<file path="config.mk">
export PLATFORM = sky130hd
export DESIGN_NAME = rf_wb_arbiter
export DESIGN_NICKNAME = d
export VERILOG_FILES = /design/src/rtl/rf_wb_arbiter_pkg.sv /design/src/rtl/rf_wb_arbiter_scoreboard.sv /design/src/rtl/rf_wb_arbiter.sv
export SDC_FILE = /design/constraint.sdc
export NUM_CORES = 1
export LEC_CHECK = 0
export CAP_MARGIN = 10
export CORE_ASPECT_RATIO = 1.4
export CORE_MARGIN = 1.5
export CORE_UTILIZATION = 49
export CTS_BUF_LIST = sky130_fd_sc_hd__clkbuf_4 sky130_fd_sc_hd__clkbuf_8
export CTS_CLUSTER_DIAMETER = 30
export DETAILED_ROUTE_END_ITERATION = 10
export PLACE_DENSITY = 0.88
export SLEW_MARGIN = 20
export SYNTH_ARGS = -nofsm -noshare
export SYNTH_HDL_FRONTEND = slang
export SYNTH_HIERARCHICAL = 1
export SYNTH_SLANG_ARGS = --single-unit
</file>
<file path="constraint.sdc">
create_clock -name clk -period 9.6 [get_ports clk]
set_clock_uncertainty 0.05 [all_clocks]
set_input_delay 1.92 -clock clk [delete_from_list [all_inputs] [get_ports clk]]
set_output_delay 1.92 -clock clk [all_outputs]
set_load 0.01 [all_outputs]
</file>
<file path="src/rtl/rf_wb_arbiter_pkg.sv">
// Shared constants and types for the register-file writeback arbiter slice.
package rf_wb_arbiter_pkg;

    localparam int unsigned REG_NUM        = 32;
    localparam int unsigned ADDR_W_DEFAULT = 5;
    localparam int unsigned DATA_W_DEFAULT = 32;

    localparam int unsigned WB_EXU = 0;
    localparam int unsigned WB_LSU = 1;

    typedef enum logic {
        RR_EXU = 1'b0,
        RR_LSU = 1'b1
    } rr_sel_e;

endpackage

</file>
<file path="src/rtl/rf_wb_arbiter_scoreboard.sv">
// Busy scoreboard: one bit per register, set at issue, cleared when the write lands.
module rf_scoreboard #(
    parameter int unsigned ADDR_W = 5
) (
    input  logic                     clk,
    input  logic                     rst,
    input  logic                     issue_valid,
    input  logic [ADDR_W-1:0]        issue_rs1,
    input  logic [ADDR_W-1:0]        issue_rs2,
    input  logic [ADDR_W-1:0]        issue_rd,
    input  logic                     issue_wr,
    output logic                     issue_ready,
    input  logic                     clr_en,
    input  logic [ADDR_W-1:0]        clr_addr,
    output logic [(1<<ADDR_W)-1:0]   busy
);

    logic [(1<<ADDR_W)-1:0] busy_q;
    logic [(1<<ADDR_W)-1:0] busy_d;
    logic                   set_en;

    assign issue_ready = !(busy_q[issue_rs1] | busy_q[issue_rs2] | (issue_wr & busy_q[issue_rd]));
    assign set_en      = issue_valid & issue_ready & issue_wr & (issue_rd != '0);
    assign busy        = busy_q;

    // Set is applied after clear so a same-register collision leaves the bit busy.
    always_comb begin
        busy_d = busy_q;
        if (clr_en) begin
            busy_d[clr_addr] = 1'b0;
        end
        if (set_en) begin
            busy_d[issue_rd] = 1'b1;
        end
        busy_d[0] = 1'b0;
    end

    always_ff @(posedge clk or negedge rst) begin
        if (!rst) begin
            busy_q <= '0;
        end else begin
            busy_q <= busy_d;
        end
    end

endmodule

</file>
<file path="src/rtl/rf_wb_arbiter.sv">
// Round-robin writeback arbiter for the integer register file with registered write port.
// Optional performance counters are enabled by defining RF_WB_ARB_PERF_EN.
module rf_wb_arbiter
    import rf_wb_arbiter_pkg::*;
#(
    parameter int unsigned ADDR_W = ADDR_W_DEFAULT,
    parameter int unsigned DATA_W = DATA_W_DEFAULT
) (
    input  logic                   clk,
    input  logic                   rst,
    input  logic                   issue_valid,
    input  logic [ADDR_W-1:0]      issue_rs1,
    input  logic [ADDR_W-1:0]      issue_rs2,
    input  logic [ADDR_W-1:0]      issue_rd,
    input  logic                   issue_wr,
    output logic                   issue_ready,
    input  logic                   wb0_valid,
    input  logic [ADDR_W-1:0]      wb0_rd,
    input  logic [DATA_W-1:0]      wb0_data,
    output logic                   wb0_ready,
    input  logic                   wb1_valid,
    input  logic [ADDR_W-1:0]      wb1_rd,
    input  logic [DATA_W-1:0]      wb1_data,
    output logic                   wb1_ready,
    output logic                   rf_wen,
    output logic [ADDR_W-1:0]      rf_waddr,
    output logic [DATA_W-1:0]      rf_wdata,
    output logic [(1<<ADDR_W)-1:0] busy
`ifdef RF_WB_ARB_PERF_EN
    ,
    output logic [31:0]            perf_grant0,
    output logic [31:0]            perf_grant1,
    output logic [31:0]            perf_conflict
`endif
);

    rr_sel_e           rr_q;
    logic [1:0]        grant;
    logic              contend;
    logic [ADDR_W-1:0] win_rd;
    logic [DATA_W-1:0] win_data;

    assign contend = wb0_valid & wb1_valid;

    // Grants are forced low during reset so no handshake can complete.
    always_comb begin
        grant    = '0;
        win_rd   = wb0_rd;
        win_data = wb0_data;
        if (rst) begin
            if (wb0_valid && (!wb1_valid || rr_q == RR_EXU)) begin
                grant[WB_EXU] = 1'b1;
            end else if (wb1_valid) begin
                grant[WB_LSU] = 1'b1;
                win_rd        = wb1_rd;
                win_data      = wb1_data;
            end
        end
    end

    assign wb0_ready = grant[WB_EXU];
    assign wb1_ready = grant[WB_LSU];

    always_ff @(posedge clk or negedge rst) begin
        if (!rst) begin
            rr_q <= RR_EXU;
        end else if (contend) begin
            rr_q <= (rr_q == RR_EXU) ? RR_LSU : RR_EXU;
        end
    end

    // x0 writes complete the handshake but never raise the strobe.
    always_ff @(posedge clk or negedge rst) begin
        if (!rst) begin
            rf_wen   <= 1'b0;
            rf_waddr <= '0;
            rf_wdata <= '0;
        end else begin
            rf_wen <= 1'b0;
            if (grant != '0) begin
                rf_wen   <= (win_rd != '0);
                rf_waddr <= win_rd;
                rf_wdata <= win_data;
            end
        end
    end

    rf_scoreboard #(
        .ADDR_W (ADDR_W)
    ) u_scoreboard (
        .clk         (clk),
        .rst         (rst),
        .issue_valid (issue_valid),
        .issue_rs1   (issue_rs1),
        .issue_rs2   (issue_rs2),
        .issue_rd    (issue_rd),
        .issue_wr    (issue_wr),
        .issue_ready (issue_ready),
        .clr_en      (rf_wen),
        .clr_addr    (rf_waddr),
        .busy        (busy)
    );

`ifdef RF_WB_ARB_PERF_EN
    always_ff @(posedge clk or negedge rst) begin
        if (!rst) begin
            perf_grant0   <= '0;
            perf_grant1   <= '0;
            perf_conflict <= '0;
        end else begin
            if (grant[WB_EXU]) perf_grant0   <= perf_grant0 + 32'd1;
            if (grant[WB_LSU]) perf_grant1   <= perf_grant1 + 32'd1;
            if (contend)       perf_conflict <= perf_conflict + 32'd1;
        end
    end
`endif

endmodule

</file>
# --- After elaboration in Yosys (flattened, before gate mapping) ---
# Cells that the tools add are included.
word_totals:
  register_bits: 70
  output_inout_bits: 73
  wordCells: 55
op_classes:
  order_cmp: 6
  n_mux: 24
  bitwise_logic: 11
  reduce_logical: 9
op_table:
  columns: ["cell", "count"]
  rows:
  - ["32-bit 2-to-1 mux", 5]
  - ["32-bit bitwise AND", 1]
  - ["32-bit inverter", 1]
  - ["32-bit OR", 1]
  - ["5-bit by 6-bit < comparator with 1-bit output, second input constant", 4]
  - ["1-bit binary-select mux with 5-bit select", 3]
  - ["5-bit 2-to-1 mux", 3]
  - ["1-bit demux with 5-bit select", 2]
  - ["5-bit by 1-bit >= comparator with 1-bit output, second input constant", 2]
  - ["1-bit 2-to-1 mux", 10]
  - ["5-bit nonzero test", 2]
  - ["1-bit bitwise AND", 5]
  - ["1-bit logical AND", 3]
  - ["1-bit zero test", 2]
  - ["2-bit 2-to-1 mux", 1]
  - ["1-bit OR", 2]
  - ["2-bit nonzero test", 1]
  - ["1-bit logical OR", 1]
  - ["1-bit inverter", 1]

# --- Logic depth before layout (Yosys ltp) ---
# Gate-level depths: netlist of the first run.
depth:
  depth_word: 9
  ltp_mapped: 8
  ltp_nobuf: 5

# --- Hierarchy ---
# The synthesis of the first run kept the hierarchy.
modules_own_cells:
  columns: ["mod", "instances", "cells_each", "area_each_um2", "seq_area_each_um2"]
  rows:
  - ["rf_scoreboard", 1, 252, 2560.0, 775.7]
  - ["rf_wb_arbiter", 1, 153, 1808.0, 975.9]

# --- Worst setup path before layout of the first run ---
# Ideal clock, no wire load.
synth_timing:
  kind: "input to output"
  from: "input issue_rs2[0]"
  to: "output issue_ready"
  arrival_ns: 3.902
  slack_ns: 3.728
  path_stages: 8
  n_path_buf: 3
  path_cell_list: "clkbuf_1 mux4_2 nand3_1 o311ai_1 or4_1 buf_2 buf_6 a21oi_1"
synth_via:
  elab_chain_len: 5
synth_rtl:
  columns: ["element", "line_no", "source"]
  rows:
  - ["from (decl)", "rf_wb_arbiter.sv:13", "input logic [ADDR_W-1:0] issue_rs2,"]
  - ["1-bit binary-select mux with 5-bit select", "rf_wb_arbiter_scoreboard.sv:22", "assign issue_ready = !(busy_q[issue_rs1] | busy_q[issue_rs2] | (issue_wr & busy_q[issue_rd]));"]
  - ["1-bit 2-to-1 mux (implied by the code)", "rf_wb_arbiter_scoreboard.sv:22", null]
  - ["1-bit OR (2 in a row)", "rf_wb_arbiter_scoreboard.sv:22", null]
  - ["1-bit zero test", "rf_wb_arbiter_scoreboard.sv:22", null]
  - ["to (decl)", "rf_wb_arbiter.sv:16", "output logic issue_ready,"]
# Every way passes these cells. The select of a mux whose other input is x is not followed.

# --- Worst setup path after layout of the first run ---
layout_timing:
  from: "input issue_rs2[1]"
  to: "output issue_ready"
# The elaborated chain is that of the path after synthesis.

==> results of run 1 <==
[per-layer routing]
metal	up-vias	wire, µm	global-route usage
li1	1867	-	-
met1	2034	4880	0.355
met2	278	7010	0.527
met3	42	1580	0.115
met4	2	478	0.144
met5	-	13	0
[cell families (layout without fill, tap and decap cells)]
group	after synthesis	after routing	synth area share
and+or+nand+nor	137	137	0.173
AOI/OAI and AO/OA	125	125	0.245
DFF	70	70	0.401
buffers and inverters	38	191	0.0536
muxes	33	33	0.125
other	1	2	0.000859
xor gates and xnor gates	1	1	0.00201
[Yosys cell counts, types with 2 or more instances]
library cell,instances
sky130_fd_sc_hd__and2_1,32
sky130_fd_sc_hd__a31oi_1,6
sky130_fd_sc_hd__nand2b_1,7
sky130_fd_sc_hd__clkbuf_1,11
sky130_fd_sc_hd__or3b_2,3
sky130_fd_sc_hd__nor3b_1,2
sky130_fd_sc_hd__buf_2,10
sky130_fd_sc_hd__o21a_1,2
sky130_fd_sc_hd__o31ai_2,29
sky130_fd_sc_hd__o21ai_0,37
sky130_fd_sc_hd__o22ai_1,4
sky130_fd_sc_hd__and3_1,2
sky130_fd_sc_hd__dfrtp_1,70
sky130_fd_sc_hd__nand4_1,2
sky130_fd_sc_hd__mux4_1,3
sky130_fd_sc_hd__mux2_2,3
sky130_fd_sc_hd__nand2_1,36
sky130_fd_sc_hd__mux4_2,13
sky130_fd_sc_hd__or4_1,2
sky130_fd_sc_hd__inv_1,5
sky130_fd_sc_hd__o2111ai_1,6
sky130_fd_sc_hd__mux2i_1,14
sky130_fd_sc_hd__o31ai_1,3
sky130_fd_sc_hd__nand4b_1,2
sky130_fd_sc_hd__nor3_1,6
sky130_fd_sc_hd__nand3_1,4
sky130_fd_sc_hd__nand3b_1,6
sky130_fd_sc_hd__nor2_1,18
sky130_fd_sc_hd__nor4b_1,2
sky130_fd_sc_hd__or3_1,2
sky130_fd_sc_hd__buf_6,9
sky130_fd_sc_hd__buf_4,3
sky130_fd_sc_hd__nor4_1,4
sky130_fd_sc_hd__a221o_1,32
[flip-flops by register name (all words and copies together) (netlist names)]
register / cells
rf_wdata: 32
rf_waddr: 5
u_scoreboard/busy: 31
rr_q: 1
rf_wen: 1
[worst max path at each step]
| stage | from | to | slack [ns] | cells after the start |
|---|---|---|---|---|
| 2_1_floorplan | issue_rs2[0] | issue_ready | 3.73 | 8 |
| 3_3_place_gp | issue_rs2[1] | issue_ready | 2.51 | 8 |
| 3_5_place_dp | issue_rs2[1] | issue_ready | 2.44 | 8 |
| 4_1_cts | issue_rs2[1] | issue_ready | 2.44 | 8 |
| 5_1_grt | issue_rs2[1] | issue_ready | 2.31 | 8 |
| 6_report | issue_rs2[1] | issue_ready | 2.44 | 8 |
[metrics by stage]
| stage | std cells | cell area [µm²] | total power [mW] |
|---|---|---|---|
| finish | 664 | 6200 | 1.40 |
| global route | 663 | 6200 | 1.48 |
| CTS | 663 | 6200 | 1.40 |
| detailed placement | 649 | 6020 | 1.18 |
| global placement | 649 | 6010 | 1.16 |
| floorplan | 405 | 4370 | 0.842 |
[placed cells by master (no fill, tap or decap), drive strengths merged, types with 3 or more instances in the layout]
master / count
o22ai: 4
buf: 7
a221o: 32
mux2: 3
clkbuf: 13
nand3: 4
nor4: 4
dfrtp: 70
mux2i: 14
nor2: 18
o31ai: 32
a31oi: 6
o2111ai: 6
and2: 32
nor3: 6
inv: 5
nand2b: 7
or3b: 3
o21ai: 37
mux4: 16
nand2: 37
clkdlybuf4s50: 165
nand3b: 6
[critical path, cell delays in order]
cell,delay (ns)
sky130_fd_sc_hd__clkdlybuf4s50_1,0.80
sky130_fd_sc_hd__mux4_1,0.62
sky130_fd_sc_hd__mux2i_1,0.16
sky130_fd_sc_hd__o311ai_1,0.11
sky130_fd_sc_hd__or4_1,0.54
sky130_fd_sc_hd__buf_4,0.29
sky130_fd_sc_hd__a21oi_1,0.17
sky130_fd_sc_hd__clkdlybuf4s50_1,0.55
[layout make-up]
| type | instances | share of cell area |
|---|---|---|
| Antenna cell | 1 | 0.000404 |
| Clock buffer | 13 | 0.0279 |
| Clock inverter | 1 | 0.000807 |
| Inverter | 5 | 0.00303 |
| Multi-Input combinational cell | 297 | 0.389 |
| Sequential cell | 70 | 0.283 |
| Tap cell | 105 | 0.0212 |
| Timing Repair Buffer | 172 | 0.275 |
[report_power, final]
group | total (mW) | internal [mW] | leakage, nW | switching (mW)
Combinational | 0.652 | 0.370 | 1.40 | 0.282
Sequential | 0.531 | 0.392 | 0.815 | 0.139
Clock | 0.217 | 0.115 | 0.0948 | 0.103
Total | 1.40 | 0.877 | 2.31 | 0.524
==> run summary, run 1 <==
Dividing total power by cell area gives a power density of roughly 230 nW/µm². The count of unresolved DRC violations after routing is 0. The multi-input combinational cell area came out at ~2400 µm². The worst register-to-register path begins at u_scoreboard/busy[11]. The mean instance size in the synthesized netlist came out at roughly 11 µm². The static power due to leakage is approximately 2.3 nW. Counting every instance in the synthesized netlist gives approximately 410. The via count normalized by instance count came out at around 6.4. The leftover overflow at the end of global routing came out at 0.

The die span in y came out at 115 µm. The clock tree synthesis step divided the H-tree into 3 levels. The maximum resistive drop on vdd is ~0.17 mV. The die area is 9500 µm². The global-route total usage across every layer is 0.316. Setup repair after global routing left no endpoint under its margin. The area growth from synthesis to layout is 41.9%. The proportion of layout cells with a drive suffix above 1 is 0.138. Registers take roughly 1800 µm². The tool flagged a number of max-cap violations equal to 0. Data on the critical path is required at its endpoint by approximately 7.6 ns. The die width is between 80 and 90 µm. The number of enable-type register cells in the synthesized netlist is 0. The number of global-route vias before repair came out at approximately 4400.

The startpoint identified for the worst hold timing path is rf_wdata[26]. At the worst endpoint, the arrival time is 5.19 ns. After floorplanning, the core was sized to cover ~8600 µm². The number of setup buffers added after CTS is 0. The net count of the finished layout came out at 650. The critical path is of the input pin to output pin type. Before CTS, the worst setup slack after placement is roughly 2.4 ns. In this run the worst path has a maximum fanout of 32.

The final wirelength came out at between 10000 and 15000 µm. After legalization and detailed placement, the total HPWL measured around 10000 µm. The number of hold-slack violations in the final timing report came out at 0. Before antenna repair, the detailed router went through 5 iterations. The shortest period the worst path allows is 7.16 ns.

The worst hold path was traced through 2 stages. The max-slew violation count came out at 0. The post-detailed-route count of antenna-violating nets came out at 0. For the worst flop-to-flop path, the logic depth is 6. The standard-cell row count is 40. Counting the fill cells in the layout gives approximately 630. The transition time at the pin with the least slew margin came out at between 1 and 1.5 ns. The share of the synthesized area in the top cell type came out at 0.401. TritonCTS built the clock tree. The count of port buffers added during placement is 166. The total clock sinks came out at 70. Yosys mapped the design onto 49 distinct sky130hd cell types. The wire length of the first global-routing pass is about 22000 µm. The cell area after synthesis is roughly 4400 µm².

sky130_fd_sc_hd__dfrtp_1 takes more of the synthesized area than any other cell. The number of nets in the synthesized netlist is 500. The number of vias in the routed layout came out at between 4000 and 5000. The startpoint class of the critical path is an input pin.

The pin count of the biggest net entering global routing is 77. The achievable frequency is about 140 MHz. The setup TNS after final layout is 0 ns.

The count of synthesis-stage warnings from yosys is 6. Measured on the finished design, the core utilization comes to 0.720. The clock passes through at most 2 buffers. The final-layout worst hold slack came out at 0.542 ns. The clock root buffer is sky130_fd_sc_hd__clkbuf_8. The type of the most critical hold path is register to register.

The count of routing violations after the opening detailed-route iteration is 343. The clock latency on the worst-skew pair came out at around 0.34 ns. The TritonCTS buffer count came out at 9. The cts-stage hold buffer count came out at 0.

The total of flip-flops plus latches after synthesis is 70. The number of cells upsized or downsized after cts is 0. The final weighted congestion of routability-driven global placement came out at roughly 0.97. Among all flip-flop cells after synthesis, the most frequent one is sky130_fd_sc_hd__dfrtp_1. Clock-pin slew was measured on the worst setup and hold paths at approximately 0.07 ns. The share of async-settable or async-resettable flops after synthesis is 1.00. Setup violations remaining at the end of the flow were counted as 0.

The initial antenna violation count is 2. The average wire per standard cell is 21.0 µm. Setup slack on the worst reg-to-reg path comes out at 7.05 ns. By area the synthesized netlist is led by sky130_fd_sc_hd__dfrtp_1 (40%), sky130_fd_sc_hd__o31ai_2 (8.3%), sky130_fd_sc_hd__a221o_1 (7.3%). The worst setup slack after layout came out at ~2.4 ns. Of the available clock period, the critical path in the final layout requires 0.745.

For hold timing, the worst endpoint is rf_wdata[26]. The run finished with clean final reports. The worst register-to-register path ends at u_scoreboard/busy[1]. The worst setup path is captured at an output pin. The tightest slew margin relative to the limit came out at 0.249. The sequential cell area fraction in the yosys report came out at 0.401.

The total I/O pin count came out at ~170. The initial cell density of the core came out at 0.507.
(Power assumes the default switching activity.)
==> run 2: changes to the inputs <==
--- a/config.mk
+++ b/config.mk
@@ -8,11 +8,11 @@
 export CAP_MARGIN = 10
 export CORE_ASPECT_RATIO = 1.4
 export CORE_MARGIN = 1.5
-export CORE_UTILIZATION = 49
+export CORE_UTILIZATION = 46
 export CTS_BUF_LIST = sky130_fd_sc_hd__clkbuf_4 sky130_fd_sc_hd__clkbuf_8
 export CTS_CLUSTER_DIAMETER = 30
 export DETAILED_ROUTE_END_ITERATION = 10
-export PLACE_DENSITY = 0.88
+export PLACE_DENSITY = 0.83
 export SLEW_MARGIN = 20
 export SYNTH_ARGS = -nofsm -noshare
 export SYNTH_HDL_FRONTEND = slang
==> constraint.sdc (replaced) <==
create_clock -name clk -period 6.6 [get_ports clk]
set_clock_uncertainty 0.05 [all_clocks]
set_input_delay 1.32 -clock clk [delete_from_list [all_inputs] [get_ports clk]]
set_output_delay 1.32 -clock clk [all_outputs]
set_load 0.01 [all_outputs]
==> run summary, run 2 (same netlist as run 1, synthesis figures left out) <==
The run finished, with violations left. The checks that failed: DRC. The maximum count of clock buffers along a single path is 2. The final-layout worst hold slack is 0.533 ns.

The standard-cell row count is just over 40. The count of final setup violators is 0. The design area came out at roughly 6200 µm². The overall power consumption came out at ~2.1 mW. The worst setup slack after layout came out at between 0.7 and 0.8 ns. Counting the fill cells in the layout gives ~700. The pin count of the biggest net entering global routing is 78.

The buffer and inverter count on the worst path came out at 2. The post-detailed-route count of antenna-violating nets came out at 0. The ratio of total power to cell area is about 340 nW/µm². The die width came out at 85.4 µm. In the layout the commonest cells are sky130_fd_sc_hd__clkdlybuf4s50_1 (165), sky130_fd_sc_hd__dfrtp_1 (70), sky130_fd_sc_hd__nand2_1 (36), sky130_fd_sc_hd__o21ai_0 (36).

In this run the critical register-to-register path is captured at u_scoreboard/busy[1]. IR analysis of the VDD net gives a maximum drop of between 0.1 and 0.15 mV. The max-slew violation count came out at 0.

The sequential cell area came out at around 1800 µm². The worst register-to-register path has a depth of 6. The transition time at the pin with the least slew margin is approximately 1.2 ns. Clock-pin slew was measured on the worst setup and hold paths at 0.07 ns.

Clock tree synthesis found a total of 70 sinks. In the routed design, unresolved DRC markers number 13. The clock root buffer is sky130_fd_sc_hd__clkbuf_8.

The achievable frequency came out at 172 MHz. The final wirelength came out at around 15000 µm. Setup repair after global routing left no endpoint under its margin.

The global-route total usage across every layer is 0.295. The maximum fanout count along the critical path is 10. The number of vias in the routed layout is 4290. The die span in y is roughly 120 µm. The cts-stage hold buffer count came out at 0. The half-perimeter wire length after placement is roughly 11000 µm. The average wire per standard cell came out at about 22 µm.

The tightest slew margin relative to the limit is 0.188. The area growth from synthesis to layout came out at 42.4%. The static power due to leakage came out at roughly 2.3 nW. In this run the most critical hold path is launched from rf_wdata[9].

In this run the standard cell core region covers 9130 µm². The count of routing violations after the opening detailed-route iteration is 309. The worst hold path terminates at rf_wdata[9]. The setup path with the least slack is of type input pin to output pin. The proportion of layout cells with a drive suffix above 1 is 0.138.

The total I/O pin count came out at approximately 170. The first global-routing pass estimated 23200 µm of wire. The number of hold-slack violations in the final timing report came out at 0.

The die area is between 10000 and 15000 µm². Traced cell by cell, the critical path runs through clkdlybuf4s50_1, mux4_1, mux2i_1, o311ai_1, or4_1, a21oi_1, clkdlybuf4s50_1. The number of setup buffers added after CTS is 0. The worst setup path is captured at an output pin. The number of maximum-capacitance constraint violations came out at 0.

The largest stage delay on the critical path is 0.81 ns. STA puts the critical path data required time at ~5.2 ns. The leftover overflow at the end of global routing came out at 0. The antenna cell count came out at 0. The post-placement cell area is roughly 6000 µm². The number of global-route vias before repair came out at approximately 4500. The initial antenna violation count came to 1.

The number of cells upsized or downsized after cts came out at 0. The net count of the finished layout is approximately 650. The clock latency on the worst-skew pair came out at 0.35 ns. The slack of the worst reg-to-reg path is between 3 and 4 ns. The most frequent standard cell in the layout excluding fill and tap cells is sky130_fd_sc_hd__clkdlybuf4s50_1. In the finished design, the share of the clock period the worst path needs comes to 0.879. The multi-input combinational cells in the finished layout cover a total of ~2400 µm². TritonCTS built the clock tree. The count of port buffers added during placement came out at approximately 170. The via count normalized by instance count came out at between 6 and 7. Among cell families on the critical path, the largest total delay comes from buffers and inverters. The worst hold path was traced through 2 stages. Adding up every negative setup slack in the final design gives 0 ns. Before CTS, the worst setup slack after placement is approximately 0.85 ns. The first-pass iteration count of the detailed router came out at 8. rf_wdata holds more flip-flops than any other register.

The TritonCTS buffer count is 9. The shortest period the worst path allows is 5.80 ns. The worst register-to-register path begins at u_scoreboard/busy[5].

The number of levels the H-tree was split into came out at 3. The flip-flop count of the largest register, all copies and words added came out at 32. The arrival time reported for the critical path endpoint is 4.43 ns. The slowest stage of the critical path belongs to the cell sky130_fd_sc_hd__clkdlybuf4s50_1. The cell that appears most often on the critical path is sky130_fd_sc_hd__clkdlybuf4s50_1. STA classifies the critical path startpoint as an input pin. The initial cell density of the core came out at 0.478.

The path class of the tightest hold or removal check is register to register. The final weighted congestion of routability-driven global placement is between 1 and 1.5.
-- run 2: cell types whose count changed in the layout (fill, tap and decap cells not counted) --
cell | before | now
sky130_fd_sc_hd__bufinv_16 | 0 | 1
sky130_fd_sc_hd__buf_4 | 7 | 8
sky130_fd_sc_hd__nor3_2 | 1 | 0
sky130_fd_sc_hd__clkinv_2 | 1 | 0
sky130_fd_sc_hd__clkbuf_8 | 12 | 11
sky130_fd_sc_hd__clkbuf_4 | 1 | 2
sky130_fd_sc_hd__nor3_1 | 5 | 6
sky130_fd_sc_hd__diode_2 | 1 | 0
-- run 2: worst min-delay path, stage by stage, from the launching register on --
cell and delay [ns]:
sky130_fd_sc_hd__dfrtp_1 0.34, sky130_fd_sc_hd__and2_1 0.12, sky130_fd_sc_hd__a221o_1 0.09
-- run 2: cell type report --
| type | instances | area share |
|---|---|---|
| Clock buffer | 13 | 0.0268 |
| Timing Repair Buffer | 173 | 0.275 |
| Clock inverter | 1 | 0.00483 |
| Tap cell | 107 | 0.0215 |
| Inverter | 5 | 0.00302 |
| Sequential cell | 70 | 0.282 |
| Multi-Input combinational cell | 297 | 0.387 |
-- run 2: power by group --
part	total [mW]	leakage (nW)	internal, mW	switching, mW
clock network	0.353	0.102	0.200	0.153
logic	0.965	1.41	0.539	0.426
registers	0.773	0.815	0.570	0.203
total	2.09	2.33	1.31	0.782
-- run 2: layer usage --
metal | up-vias | global-route usage | wire length (µm) | share of wire
li1 | 1872 | - | - | -
met1 | 2052 | 0.337 | 5110 | 0.35
met2 | 307 | 0.499 | 7260 | 0.50
met3 | 57 | 0.0908 | 1680 | 0.12
met4 | 2 | 0.140 | 540 | 0.037
met5 | - | 0 | 10 | 0.00068
-- run 2: metrics by stage --
step | instances | utilization
floorplan | 405 | -
global placement | 652 | 0.659
detailed placement | 652 | 0.660
CTS | 666 | 0.681
global route | 666 | 0.681
finish | 666 | 0.681
-- run 2: worst max-delay path by stage --
stage                       from           to  slack (ns)  cells past startpoint
CTS                 issue_rs2[1]  issue_ready        0.84                      7
detailed placement  issue_rs2[1]  issue_ready        0.85                      7
floorplan           issue_rs2[0]  issue_ready        1.93                      8
global route        issue_rs2[1]  issue_ready        0.71                      7
finish              issue_rs2[1]  issue_ready        0.80                      7
global placement    issue_rs2[1]  issue_ready        0.86                      7
==> run 3: changes to the inputs <==
--- a/config.mk
+++ b/config.mk
@@ -8,11 +8,11 @@
 export CAP_MARGIN = 10
 export CORE_ASPECT_RATIO = 1.4
 export CORE_MARGIN = 1.5
-export CORE_UTILIZATION = 46
-export CTS_BUF_LIST = sky130_fd_sc_hd__clkbuf_4 sky130_fd_sc_hd__clkbuf_8
+export CORE_UTILIZATION = 45
 export CTS_CLUSTER_DIAMETER = 30
 export DETAILED_ROUTE_END_ITERATION = 10
-export PLACE_DENSITY = 0.83
+export PLACE_DENSITY = 0.82
+export SKIP_CTS_REPAIR_TIMING = 1
 export SLEW_MARGIN = 20
 export SYNTH_ARGS = -nofsm -noshare
 export SYNTH_HDL_FRONTEND = slang
==> run summary, run 3 (same netlist as run 1, synthesis figures left out) <==
In this run the critical register-to-register path is captured at u_scoreboard/busy[1]. The pin count of the biggest net entering global routing came out at 78. The number of vias in the routed layout came out at 4195. Setup violations remaining at the end of the flow were counted as 0.

The first-pass iteration count of the detailed router came out at 6. The global-route total usage across every layer is 0.304. The type of the most critical hold path is register to register.

The startpoint class of the critical path is an input pin. The proportion of layout cells with a drive suffix above 1 came out at 0.141. The initial antenna violation count came out at 1.

For the finished layout, the period the worst path requires is 5.81 ns. The flip-flop count of the largest register, all copies and words added is 32. The wire length of the first global-routing pass is ~24000 µm. Counting tap cells, the placed design contains a total of 655 instances. The post-placement setup slack came out at ~0.83 ns. Counting along the longest clock path gives a buffer depth of 2. The count of unresolved DRC violations after routing is 0. Derived from the worst setup path, the maximum achievable clock frequency is ~170 MHz.

STA classifies the critical path endpoint as an output pin. The detailed router finished its first iteration with 287 violations. The leftover overflow at the end of global routing is 0. The instance count along the most critical hold path is 2.

The startpoint identified for the worst register-to-register timing path is u_scoreboard/busy[11]. The arrival time reported for the critical path endpoint is 4.44 ns. The flow ran to the end, and the final reports show no timing, DRC or antenna violations. For the pin with the worst max-slew slack, the measured transition is 0.946 ns. The initial cell density of the core came out at 0.462. The slack of the worst reg-to-reg path is between 3 and 4 ns. In the final timing run, aggregate negative setup slack is 0 ns. The clock-pin transition on the worst setup and hold timing paths is 0.06 ns. The die width is 86.3 µm. The final weighted congestion of routability-driven global placement came out at 0.926.

The max-slew violation count is 0. The area growth from synthesis to layout came out at 45.1%. The TritonCTS buffer count is 9. Dividing the detail-routed wire length by the instance count gives about 22 µm. The static power due to leakage came out at between 2 and 2.5 nW. The overall power consumption came out at about 2.2 mW.

The required time at the worst-slack endpoint is 5.23 ns. The number of levels the H-tree was split into is 3. The startpoint of the most critical hold path is rf_wdata[14].

The top cell types in the final layout, fill and taps aside, are sky130_fd_sc_hd__clkdlybuf4s50_1 (165), sky130_fd_sc_hd__dfrtp_1 (70), sky130_fd_sc_hd__nand2_1 (36), sky130_fd_sc_hd__o21ai_0 (36). The maximum fanout count along the critical path came out at 10. The number of hold-slack violations in the final timing report is 0.

The post-detailed-route count of antenna-violating nets came out at 0. The clock reaches the later pin of the worst-skew pair after 0.34 ns. After detailed routing, the total wire length is ~15000 µm. The total clock sinks came out at 70. Leaving out fill and tap cells, the most frequent cell in the layout is sky130_fd_sc_hd__clkdlybuf4s50_1. The die covers slightly above 10000 µm².

The type of the worst setup path is input pin to output pin. The number of cells on the worst reg-to-reg path is 6. The standard-cell row count came out at 42. During placement, the flow inserted port buffers numbering ~170. The largest register by flop count is rf_wdata.

In the finished design, the share of the clock period the worst path needs comes to 0.880. The worst-case IR drop observed on VDD is 0.186 mV. The post-layout instance count excluding filler cells came out at about 670. The total I/O pin count is between 150 and 200. After detailed routing, the number of vias per cell comes to around 6.3. The worst hold path terminates at rf_wdata[14].

The number of global-route vias before repair is about 4400. TritonCTS built the clock tree. The tool flagged a number of max-cap violations equal to 0. The net count of the finished layout is between 600 and 700. Setup repair after global routing left no endpoint under its margin. The ratio of total power to cell area is about 350 nW/µm². The worst setup slack after layout is 0.793 ns. The placeable core area is about 9500 µm². The tightest slew margin relative to the limit is 0.369. The antenna cell count came out at 0. Summed over all nets, the half-perimeter wirelength after detailed placement is 11100 µm. The die span in y came out at between 100 and 150 µm. The fill cell total of the finished layout is 748.

The clock root buffer is sky130_fd_sc_hd__clkbuf_16.
## run 3: cell types whose count changed in the layout (fill, tap and decap cells not counted), sizes merged
| cell | change |
|---|---|
| clkinvlp | +1 |
| clkinv | +1 |
## run 3: metal layers
metal  up-vias  GRT usage  share of wire
met5         -          0        0.00087
met4         2      0.142          0.035
met3        41     0.0784          0.083
met2       232      0.526           0.51
met1      2056      0.347           0.38
li1       1864          -              -
## run 3: how the worst max path moves through the flow
stage | start | endpoint | cells after the start
after floorplan | issue_rs2[0] | issue_ready | 8
after global placement | issue_rs2[1] | issue_ready | 7
after detailed placement | issue_rs2[1] | issue_ready | 7
after CTS | issue_rs2[1] | issue_ready | 7
after global routing | issue_rs2[1] | issue_ready | 7
final | issue_rs2[1] | issue_ready | 7
## run 3: cell type report
type	instances	area, µm²	area share
clock inverter	3	42.5	0.00671
inverter	5	18.8	0.00296
clock buffer	13	260	0.0410
timing repair buffer	173	1710	0.270
multi-input combinational	297	2420	0.381
sequential	70	1750	0.276
tap	110	138	0.0217
## run 3: critical path, stage by stage
cell and delay [ns]:
sky130_fd_sc_hd__clkdlybuf4s50_1 0.82, sky130_fd_sc_hd__mux4_1 0.63, sky130_fd_sc_hd__mux2i_1 0.24, sky130_fd_sc_hd__o311ai_1 0.12, sky130_fd_sc_hd__or4_1 0.59, sky130_fd_sc_hd__a21oi_1 0.16, sky130_fd_sc_hd__clkdlybuf4s50_1 0.56
## run 3: where the power goes
group          internal [mW]  total (mW)  switching (mW)  leakage [nW]
combinational          0.538       0.956           0.418          1.41
clock                  0.313       0.494           0.181         0.146
sequential             0.571       0.781           0.210         0.815
total                   1.42        2.23           0.809          2.37
## run 3: metrics by stage
| stage | util | hold slack (ns) | area (µm²) |
|---|---|---|---|
| 6_report | 0.670 | 0.531 | 6340 |
| 5_1_grt | 0.670 | 0.559 | 6340 |
| 4_1_cts | 0.670 | 0.536 | 6330 |
| 3_5_place_dp | 0.638 | 0.517 | 6030 |
| 3_3_place_gp | 0.637 | 0.517 | 6020 |
| 2_1_floorplan | - | 0.538 | 4370 |
